<file path="src/rtl/noc_ni_tx.sv">
// Network-interface transmitter: buffers core flits in a FIFO and injects them
// in order into one router input port under credit-based flow control.
module noc_ni_tx #(
    parameter int unsigned DEPTH   = 4,
    parameter int unsigned CREDITS = 2,
    parameter int unsigned CW      = 3
) (
    input  logic                     clk,
    input  logic                     rst,
    input  logic                     req_valid,
    output logic                     req_ready,
    input  logic [15:0]              req_data,
    input  logic [1:0]               req_dest,
    output logic                     out_valid,
    output logic [15:0]              out_data,
    output logic [1:0]               out_dest,
    input  logic                     credit_return,
    output logic [CW-1:0]            credit_cnt,
    output logic [$clog2(DEPTH):0]   fifo_level,
    output logic                     credit_err
);

    localparam int unsigned AW = $clog2(DEPTH);
    localparam int unsigned LW = AW + 1;

    typedef struct packed {
        logic [1:0]  dest;
        logic [15:0] data;
    } flit_t;

    flit_t          mem [DEPTH];
    logic [AW-1:0]  wr_ptr;
    logic [AW-1:0]  rd_ptr;
    logic           push_c;
    logic           send_c;
    logic [LW-1:0]  level_next_c;

    // Handshake and send qualification derive only from registered state and rst.
    assign req_ready = !rst && (fifo_level < LW'(DEPTH));
    assign push_c    = req_valid && req_ready;
    assign send_c    = !rst && (fifo_level != '0) && (credit_cnt != '0);

    // Occupancy update: a simultaneous push and pop leaves the level unchanged.
    always_comb begin
        level_next_c = fifo_level;
        if (push_c && !send_c) begin
            level_next_c = fifo_level + LW'(1);
        end else if (!push_c && send_c) begin
            level_next_c = fifo_level - LW'(1);
        end
    end

    // Flit storage; contents are don't-care until written, so no reset.
    always_ff @(posedge clk) begin
        if (push_c) begin
            mem[wr_ptr] <= '{dest: req_dest, data: req_data};
        end
    end

    // Pointers wrap naturally at the power-of-two depth.
    always_ff @(posedge clk) begin
        if (rst) begin
            wr_ptr     <= '0;
            rd_ptr     <= '0;
            fifo_level <= '0;
        end else begin
            if (push_c) begin
                wr_ptr <= wr_ptr + AW'(1);
            end
            if (send_c) begin
                rd_ptr <= rd_ptr + AW'(1);
            end
            fifo_level <= level_next_c;
        end
    end

    // Injection register: payload holds its last value between pulses.
    always_ff @(posedge clk) begin
        if (rst) begin
            out_valid <= 1'b0;
            out_data  <= '0;
            out_dest  <= '0;
        end else begin
            out_valid <= send_c;
            if (send_c) begin
                out_data <= mem[rd_ptr].data;
                out_dest <= mem[rd_ptr].dest;
            end
        end
    end

    // Credit counter saturates at CREDITS; an excess return latches credit_err.
    always_ff @(posedge clk) begin
        if (rst) begin
            credit_cnt <= CW'(CREDITS);
            credit_err <= 1'b0;
        end else if (send_c && !credit_return) begin
            credit_cnt <= credit_cnt - CW'(1);
        end else if (!send_c && credit_return) begin
            if (credit_cnt == CW'(CREDITS)) begin
                credit_err <= 1'b1;
            end else begin
                credit_cnt <= credit_cnt + CW'(1);
            end
        end
    end

endmodule

</file>
<file path="config.mk">
export PLATFORM = sky130hd
export DESIGN_NAME = noc_ni_tx
export DESIGN_NICKNAME = d
export VERILOG_FILES = /design/src/rtl/noc_ni_tx.sv
export SDC_FILE = /design/constraint.sdc
export NUM_CORES = 1
export LEC_CHECK = 0
export CAP_MARGIN = 5
export CORE_ASPECT_RATIO = 0.75
export CORE_MARGIN = 2
export CORE_UTILIZATION = 30
export DETAILED_ROUTE_END_ITERATION = 10
export GPL_ROUTABILITY_DRIVEN = 0
export GPL_TIMING_DRIVEN = 0
export PLACE_DENSITY = 0.45
export SYNTH_ARGS = -nofsm -noshare
export SYNTH_HDL_FRONTEND = slang
export SYNTH_SLANG_ARGS = --single-unit
</file>
<file path="constraint.sdc">
create_clock -name clk -period 4.95 [get_ports clk]
set_input_delay 0.99 -clock clk [delete_from_list [all_inputs] [get_ports clk]]
set_output_delay 0.99 -clock clk [all_outputs]
set_load 0.02 [all_outputs]
</file>
==> impl_results.md, run 1 <==
* Fmax achieved at 0.283 GHz
* Maximum fanout along the worst path at 10
* Slowest stage cell, crit path: clkdlybuf4s50_1
* Worst-path cell chain: clkdlybuf4s50_1 > clkbuf_1 > nor2_1 > clkdlybuf4s50_1
* Post-route DRC at 0
* Main combinational cell family by area after synthesis: multiplexers
* Synth top area share at 53.8%
* Max-Cap Viols at 0
* Wirelength, routed at 8.23 mm
* Sink Count at 102
* Synth Register Bits at 102
* Setup TNS at 0 ps
* Pwr/cell area at 524 nW/um^2
* TritonCTS clock tree: built
* Antenna viol nets, final at 0
* Cell Area, Synth at 4020 sq um
* Grt total ovfl at 0
* CP peak stage delay at 550 ps
* Via density at 4.72
* Tmin final at 3530 ps
* Post-CTS Resized at 0
* Clk pin slew, worst setup/hold paths at 70 ps
* Critical path required time at 3960 ps
* Final Cycle Share at 71.4%
* Worst path top cell family by delay: buffers and inverters
* Clock root buffer: clkbuf_16
* Input/output buffers at 48
* Synth Area in Adders at 3.18%
* Main synth FF type: edfxtp_1
* Distinct cells, synth at 30
* Status: completed
* Share of cells above drive strength 1 at 14.0%
* Synth-to-Final Area Change at 23.9%
* Most frequent CP cell: clkdlybuf4s50_1
* GRT Util Overall at 12.3%
* Number of global-route vias before repair at 2,305
* WS Path Type: primary input to primary output
* Die width at 138 microns
* Post-route insts no fill at 485
* Number of core rows at 36
* Worst path arrival time at 2540 ps
* First-pass detailed-route iteration total at 5
* Area share of and/or/nand/nor cells after synthesis at 7.91%
* Maximum clock path buffer count at 2
* Post-synthesis xor/xnor area fraction at 0.872%
* Startpoint types: primary input
* Ports at 49
* Clock latency on the worst-skew pair at 340 ps
* Commonest non-fill, non-tap cell in the layout: edfxtp_1
* Setup violators final at 0
* H-Tree Level Count at 3
* Post-synthesis mux area share at 10.3%
* CTS Buf Count at 9
* Final hold violation count at 0
* Cell taking the most area after synthesis: edfxtp_1
* Combinational share of power at 31.9%
* Max-slew headroom at 29.3%
* Avg WL per Cell at 17.0 microns
* Synth Instances at 251
* Reg power frac at 43.3%
* First DRT Iteration DRCs at 127
* Int Pwr at 1.78 mW
* Sw Pwr at 0.823 mW
* Clock skew at 6.10 ps
* Clk pwr share at 24.9%
* Hpwl dp at 5.46 mm
* Post-synthesis net count at 282
* Nets at 341
* Top cells by area, synth: edfxtp_1 54%, dfxtp_1 15%, mux4_2 10%
* Die Height at 104 microns
* Async set-reset flop share out of synthesis at 0%
* First-pass GRT wire length at 13.1 mm
* # fillers at 1,224
* Actual slew at the worst max-slew pin at 1060 ps
* Via Count at 2,291
* Tightest Hold Check Type: flip-flop to flip-flop
* Net Sw Frac at 31.6%
* Commonest cells after routing, fill and taps aside: 72 x edfxtp_1, 48 x clkdlybuf4s50_1, 30 x dfxtp_1
* Avg Cell Area, Syn at 16.0 sq um
* Peak supply drop at 250 uV
* Worst path bufs/invs at 3
* Synth warn at 0
* Worst hold slack at 472 ps
* Post-synthesis sequential area ratio at 68.7%
* Synth Area in Compound Gates at 5.20%
* Initial antenna violation count at 0
* Ant diodes at 0
* Pins Over Slew Limit at 0
* Post-synth EDFFs at 72
* Die area at 14,300 sq um
* Dpl cells at 470
* Unrepaired setup endpoints after global routing: false
* Starting Density at 30.9%
* Core area at 13,000 sq um
* Cts hold-fix bufs at 0
* CP endpoint kind: primary output
* Number of setup buffers added after CTS at 0
* Largest net degree at the start of global routing at 19
* Leak pwr at 1.70 nW
[flip-flops by register name, indices dropped and copies added (netlist names)]
signal      cells
out_valid       1
credit_err      1
out_dest        2
mem            72
fifo_level      3
out_data       16
credit_cnt      3
wr_ptr          2
rd_ptr          2
[routing by layer]
| metal | vias to the layer above | GRT usage, % | routed length (microns) |
|---|---|---|---|
| met5 | - | 0 | 0 |
| met4 | 0 | 3.31 | 96 |
| met3 | 9 | 3.56 | 311 |
| met2 | 45 | 18.1 | 3730 |
| met1 | 1151 | 17.9 | 4090 |
| li1 | 1086 | - | - |
[per-stage QoR]
stage	area [sq um]	total power [mW]	utilization, %	setup WS (ps)
2_1_floorplan	4020	1.64	-	2350
4_1_cts	4980	2.65	38.2	1380
5_1_grt	4980	2.76	38.2	1320
6_report	4980	2.61	38.2	1420
3_5_place_dp	4710	1.99	36.2	1370
3_3_place_gp	4710	1.99	36.2	1380
[cell usage after synthesis (all sizes together) (2+ instances only)]
cell,count
fa,2
and2,4
o31ai,2
buf,10
nor3,2
inv,11
edfxtp,72
ha,7
nor4b,2
nand4,18
o21ai,3
clkbuf,7
a21oi,3
mux4,18
nor2,6
a31oi,2
o211ai,19
or3,4
dfxtp,30
xor2,3
nand2,20
[worst register-to-register path, delay by kind of cell, from the launching register on]
| kind | cells | cell delay, ps |
|---|---|---|
| simple gates | 3 | 720 |
| fa+ha+maj | 2 | 570 |
| flops | 1 | 450 |
| buf+inv | 3 | 350 |
| xor+xnor | 1 | 150 |
| compound gates | 1 | 140 |
[final timing paths]
check | from | to | slack, ps | cells after the start
setup / recovery | rst | req_ready | 1420 | 4
setup reg to reg | credit_cnt[0] | credit_cnt[2] | 2480 | 10
hold reg to reg | credit_err | credit_err | 470 | 2
hold / removal | credit_err | credit_err | 470 | 2
[power groups by stage]
stage          Clock, mW  Combinational (mW)  Sequential (mW)
6_report           0.648               0.831             1.13
5_1_grt            0.702               0.906             1.15
4_1_cts            0.670               0.845             1.13
3_5_place_dp           0               0.842             1.15
3_3_place_gp           0               0.836             1.15
2_1_floorplan          0               0.394             1.25
[kinds of logic after synthesis]
logic type	count (synthesis)
AO/OA/AOI/OAI	30
XOR/XNOR	4
buffers and inverters	28
AND/OR/NAND/NOR	59
flip-flops	102
multiplexers	19
adder cells (fa/ha/maj)	9
[cell type report]
cell class                      count  area [sq um]  area share (%)
Clock inverter                      5          36.3           0.729
Inverter                           11          41.3           0.829
Buffer                             17           110            2.21
Tap cell                          171           214            4.30
Sequential cell                   102          2760            55.5
Timing Repair Buffer               48           480            9.65
Multi-Input combinational cell    121          1100            22.2
Clock buffer                       10           229            4.60
Note: power is estimated with default switching activity, not from simulation.
==> run 2: changes to the inputs <==
--- a/config.mk
+++ b/config.mk
@@ -12,7 +12,7 @@
 export DETAILED_ROUTE_END_ITERATION = 10
 export GPL_ROUTABILITY_DRIVEN = 0
 export GPL_TIMING_DRIVEN = 0
-export PLACE_DENSITY = 0.45
+export PLACE_DENSITY = 0.47
 export SYNTH_ARGS = -nofsm -noshare
 export SYNTH_HDL_FRONTEND = slang
 export SYNTH_SLANG_ARGS = --single-unit
==> constraint.sdc (replaced) <==
create_clock -name clk -period 3 [get_ports clk]
set_input_delay 0.6 -clock clk [delete_from_list [all_inputs] [get_ports clk]]
set_output_delay 0.6 -clock clk [all_outputs]
set_load 0.02 [all_outputs]
==> run 2 against run 1 <==
- sequential power is 65% higher
- clock power is 90% higher
- critical endpoint unchanged
- register-to-register slack worse by 2000 ps
- count of clock-buffer cells in the layout stayed put
- critical path depth stayed put
- wire length is 0.30% higher
- flip-flop and latch count stayed put
- first-iteration DRC count is 23% lower
- sequential share of layout area is 0.51 points lower
- final area is 0.93% higher
- global-route usage is 0.25 points higher
- clock skew is 5.0 ps higher
==> impl_results.md, run 2 (same netlist as run 1, synthesis figures left out) <==
* Tmin final at 2760 ps
* Wirelength, routed at 8.26 mm
* Hpwl dp at 5.43 mm
* Commonest non-fill, non-tap cell in the layout: edfxtp_1
* Worst path arrival time at 2160 ps
* Cell depth of the worst flop-to-flop path at 10
* Dpl cells at 470
* Final Cycle Share at 91.9%
* Leak pwr at 1.73 nW
* Largest net degree at the start of global routing at 19
* Sink Count at 102
* Pins Over Slew Limit at 0
* Post-route DRC at 0
* Clock latency on the worst-skew pair at 350 ps
* Initial antenna violation count at 0
* TritonCTS clock tree: built
* Hold path cells at 2
* H-Tree Level Count at 3
* Largest register by flop count: mem
* WS Path Type: primary input to primary output
* Peak supply drop at 414 uV
* Top flop regs: mem (72), out_data (16)
* Post-CTS Resized at 0
* Startpoint types: primary input
* Clock root buffer: clkbuf_16
* Setup TNS at 0 ps
* # fillers at 1,215
* Number of setup buffers added after CTS at 0
* Ant diodes at 0
* Final hold violation count at 0
* Avg WL per Cell at 17.0 microns
* Fmax achieved at 0.363 GHz
* Post-route insts no fill at 485
* FF+latch area at 2760 sq um
* Tightest Hold Check Type: flip-flop to flip-flop
* Setup violators final at 0
* Reg-to-Reg Start: credit_cnt[0]
* Via density at 4.68
* Critical path required time at 2400 ps
* Die area at 14,300 sq um
* Hold path start: credit_err
* Input/output buffers at 48
* Antenna viol nets, final at 0
* Number of global-route vias before repair at 2,436
* First-pass detailed-route iteration total at 4
* Cts hold-fix bufs at 0
* Worst setup startpoint: rst
* Starting Density at 30.9%
* Min-Delay Endpoint: credit_err
* Fin util at 38.6%
* R2R Path End: credit_cnt[2]
* R2R setup slack at 490 ps
* GRT Util Overall at 12.6%
* Nets at 341
* Grt total ovfl at 0
* Unrepaired setup endpoints after global routing: false
* Actual slew at the worst max-slew pin at 1030 ps
* Pwr Total at 4.47 mW
* Synth-to-Final Area Change at 25.0%
* Placed Area at 4710 sq um
* Die Height at 104 microns
* First-pass GRT wire length at 13.2 mm
* Max-Cap Viols at 0
* Commonest cells after routing, fill and taps aside: 72 x edfxtp_1, 48 x clkdlybuf4s50_1, 30 x dfxtp_1
* Max reg flops at 72
* CP endpoint kind: primary output
* Maximum clock path buffer count at 2
* Multi-input logic area at 1100 sq um
* Maximum fanout along the worst path at 10
* Ports at 49
* First DRT Iteration DRCs at 98
* CTS Buf Count at 9
* Clk pin slew, worst setup/hold paths at 70 ps
* Share of cells above drive strength 1 at 14.0%
* Number of core rows at 36
* Status: completed
* Core area at 13,000 sq um
* Die width at 138 microns
* Cell area after layout at 5020 sq um
* Clock skew at 11.1 ps
* Via Count at 2,268
* Max-slew headroom at 31.6%
* Pwr/cell area at 890 nW/um^2
run 2: changes by cell type in the layout (fill, tap and decap cells not counted):
cell        change
clkinvlp_4      -3
bufinv_16       +2
inv_6           +1
run 2: final cells by class:
class | instances | share of cell area (%)
multi-input cells | 121 | 22.0
well taps | 171 | 4.26
flip-flops and latches | 102 | 55.0
clock buffers | 10 | 4.56
inverters | 11 | 0.822
clock inverters | 5 | 1.64
repair buffers | 48 | 9.56
plain buffers | 17 | 2.19
run 2: metrics by stage:
stage | hold WS [ps] | setup slack [ps]
3_5_place_dp | 471 | 116
5_1_grt | 509 | 154
3_3_place_gp | 453 | 108
4_1_cts | 488 | 229
2_1_floorplan | 508 | 671
6_report | 478 | 242
run 2: layer usage:
| layer | vias to the layer above | share of wire [%] | global-route usage, % | routed length, microns |
|---|---|---|---|---|
| li1 | 1094 | - | - | - |
| met1 | 1126 | 47 | 16.4 | 3870 |
| met2 | 38 | 48 | 19.9 | 3920 |
| met3 | 10 | 4.3 | 4.14 | 354 |
| met4 | 0 | 1.3 | 3.98 | 104 |
| met5 | - | 0 | 0 | 0 |
run 2: worst max path at each step:
stage / slack [ps] / end / depth (start not counted)
after floorplan: 670 / credit_cnt[2] / 10
after global placement: 110 / credit_cnt[2] / 10
after detailed placement: 120 / mem[1][10] / 3
final: 240 / req_ready / 4
after CTS: 230 / req_ready / 4
after global routing: 150 / req_ready / 4
run 2: critical path, stage by stage:
cell,delay (ps)
clkdlybuf4s50_1,530
clkbuf_1,400
nor2_1,80
clkdlybuf4s50_1,550
run 2: power breakdown:
group / internal, mW / switching, mW
logic: 0.651 / 0.720
registers: 1.73 / 0.134
clock network: 0.731 / 0.503
==> run 3: changes to the inputs <==
--- a/config.mk
+++ b/config.mk
@@ -6,13 +6,12 @@
 export NUM_CORES = 1
 export LEC_CHECK = 0
 export CAP_MARGIN = 5
-export CORE_ASPECT_RATIO = 0.75
 export CORE_MARGIN = 2
 export CORE_UTILIZATION = 30
 export DETAILED_ROUTE_END_ITERATION = 10
 export GPL_ROUTABILITY_DRIVEN = 0
 export GPL_TIMING_DRIVEN = 0
-export PLACE_DENSITY = 0.47
+export PLACE_DENSITY_LB_ADDON = 0.2
 export SYNTH_ARGS = -nofsm -noshare
 export SYNTH_HDL_FRONTEND = slang
 export SYNTH_SLANG_ARGS = --single-unit
==> run 3 against run 2 <==
- utilization fell by 0.29 points
- flip-flop and latch count did not move
- register-to-register slack improved by 20 ps
- critical path depth did not move
- cell count rose by 1.2%
- worst setup slack improved by 17 ps
- hold slack improved by 6.8 ps
- via count fell by 0.62%
- power fell by 0.66%
- wire length fell by 5.3%
- clock skew fell by 2.1 ps
- critical endpoint unchanged
- largest cell class unchanged
- largest power group unchanged
==> impl_results.md, run 3 (same netlist as run 1, synthesis figures left out) <==
* Status: completed
* Die width at 120 microns
* Ant diodes at 0
* Min-Delay Endpoint: credit_err
* Post-route DRC at 0
* Hold path start: credit_err
* Die Height at 120 microns
* Via Count at 2,254
* First DRT Iteration DRCs at 217
* Number of setup buffers added after CTS at 0
* Final worst slack at 259 ps
* Pwr/cell area at 882 nW/um^2
* Pins Over Slew Limit at 0
* Grt total ovfl at 0
* Combinational share of power at 30.4%
* Largest register by flop count: mem
* Wirelength, routed at 7.82 mm
* Multi-input logic area at 1100 sq um
* Commonest cells after routing, fill and taps aside: 72 x edfxtp_1, 48 x clkdlybuf4s50_1, 30 x dfxtp_1
* Pwr Total at 4.44 mW
* R2R setup slack at 510 ps
* Tmin final at 2740 ps
* Most frequent CP cell: clkdlybuf4s50_1
* Cell depth of the worst flop-to-flop path at 10
* Hold path cells at 2
* Tightest Hold Check Type: flip-flop to flip-flop
* Number of global-route vias before repair at 2,277
* Cts hold-fix bufs at 0
* GRT Util Overall at 11.7%
* First-pass detailed-route iteration total at 4
* Worst slack, placed at 89.4 ps
* CP endpoint kind: primary output
* Slowest stage cell, crit path: clkdlybuf4s50_1
* Maximum fanout along the worst path at 10
* # fillers at 1,253
* Via density at 4.59
* Final Cycle Share at 91.4%
* Setup TNS at 0 ps
* Fmax achieved at 0.365 GHz
* Avg WL per Cell at 15.9 microns
* Commonest non-fill, non-tap cell in the layout: edfxtp_1
* Die area at 14,300 sq um
* Int Pwr at 3.12 mW
* Ports at 49
* WS Path Type: primary input to primary output
* Largest net degree at the start of global routing at 19
* Reg power frac at 42.1%
* Leak pwr at 1.73 nW
* Hpwl dp at 5.22 mm
* First-pass GRT wire length at 12.4 mm
* Post-route insts no fill at 491
* Setup violators final at 0
* FF+latch area at 2760 sq um
* Clk pwr share at 27.5%
* Reg-to-Reg Start: credit_cnt[0]
* Starting Density at 30.6%
* CTS Buf Count at 9
* Startpoint types: primary input
* CP peak stage delay at 550 ps
* Worst path arrival time at 2140 ps
* Synth-to-Final Area Change at 25.2%
* H-Tree Level Count at 3
* Nets at 341
* Initial antenna violation count at 0
* Actual slew at the worst max-slew pin at 1060 ps
* Clock latency on the worst-skew pair at 340 ps
* Final hold violation count at 0
* Critical path required time at 2400 ps
* TritonCTS clock tree: built
* Maximum clock path buffer count at 2
* Worst-path cell chain: clkdlybuf4s50_1 > clkbuf_1 > nor2_1 > clkdlybuf4s50_1
* Clk pin slew, worst setup/hold paths at 70 ps
* Core area at 13,100 sq um
* Sw Pwr at 1.32 mW
* Clock root buffer: clkbuf_16
* Dpl cells at 475
* R2R Path End: credit_cnt[2]
* Antenna viol nets, final at 0
* Unrepaired setup endpoints after global routing: false
* Peak supply drop at 308 uV
* Net Sw Frac at 29.8%
* Clock skew at 9.05 ps
* Max-slew headroom at 29.4%
* Post-CTS Resized at 0
* Share of cells above drive strength 1 at 14.0%
* Input/output buffers at 48
* Number of core rows at 42
* Top flop regs: mem (72), out_data (16)
* Max reg flops at 72
* Sink Count at 102
* Max-Cap Viols at 0
## run 3: cell type report
cell class / count / share of cell area, %
Timing Repair Buffer: 48 / 9.55
Tap cell: 176 / 4.37
Clock inverter: 5 / 1.62
Sequential cell: 102 / 54.9
Clock buffer: 11 / 4.62
Multi-Input combinational cell: 121 / 21.9
Buffer: 17 / 2.19
Inverter: 11 / 0.820
## run 3: metal layers
metal  GRT usage (%)  vias up  share of wire, %
li1                -     1092                 -
met1            14.6     1103                45
met2            18.9       49                48
met3            2.71       10               5.1
met4            5.96        0               2.2
met5               0        -                 0
## run 3: how the worst max path moves through the flow
stage	startpoint	end	cells after the start
floorplan	credit_cnt[0]	credit_cnt[2]	10
global placement	rst	credit_cnt[2]	10
detailed placement	rst	credit_cnt[2]	10
CTS	rst	req_ready	4
global route	rst	req_ready	4
finish	rst	req_ready	4
## run 3: per-stage QoR
stage	hold WS, ps	util, %	cell area, sq um
3_3_place_gp	446	35.9	4720
6_report	485	38.3	5030
3_5_place_dp	482	35.9	4720
4_1_cts	493	38.3	5030
5_1_grt	516	38.3	5030
2_1_floorplan	508	-	4020
## run 3: power by group through the flow
stage,Combinational (mW),Sequential (mW),Clock (mW)
4_1_cts,1.38,1.87,1.25
5_1_grt,1.48,1.90,1.30
6_report,1.35,1.87,1.22
3_5_place_dp,1.37,1.90,0
2_1_floorplan,0.650,2.06,0
3_3_place_gp,1.36,1.90,0
## run 3: critical path, delay by kind of cell
family                 cells  cell delay [ps]
buffers and inverters      3             1460
and+or+nand+nor            1               80
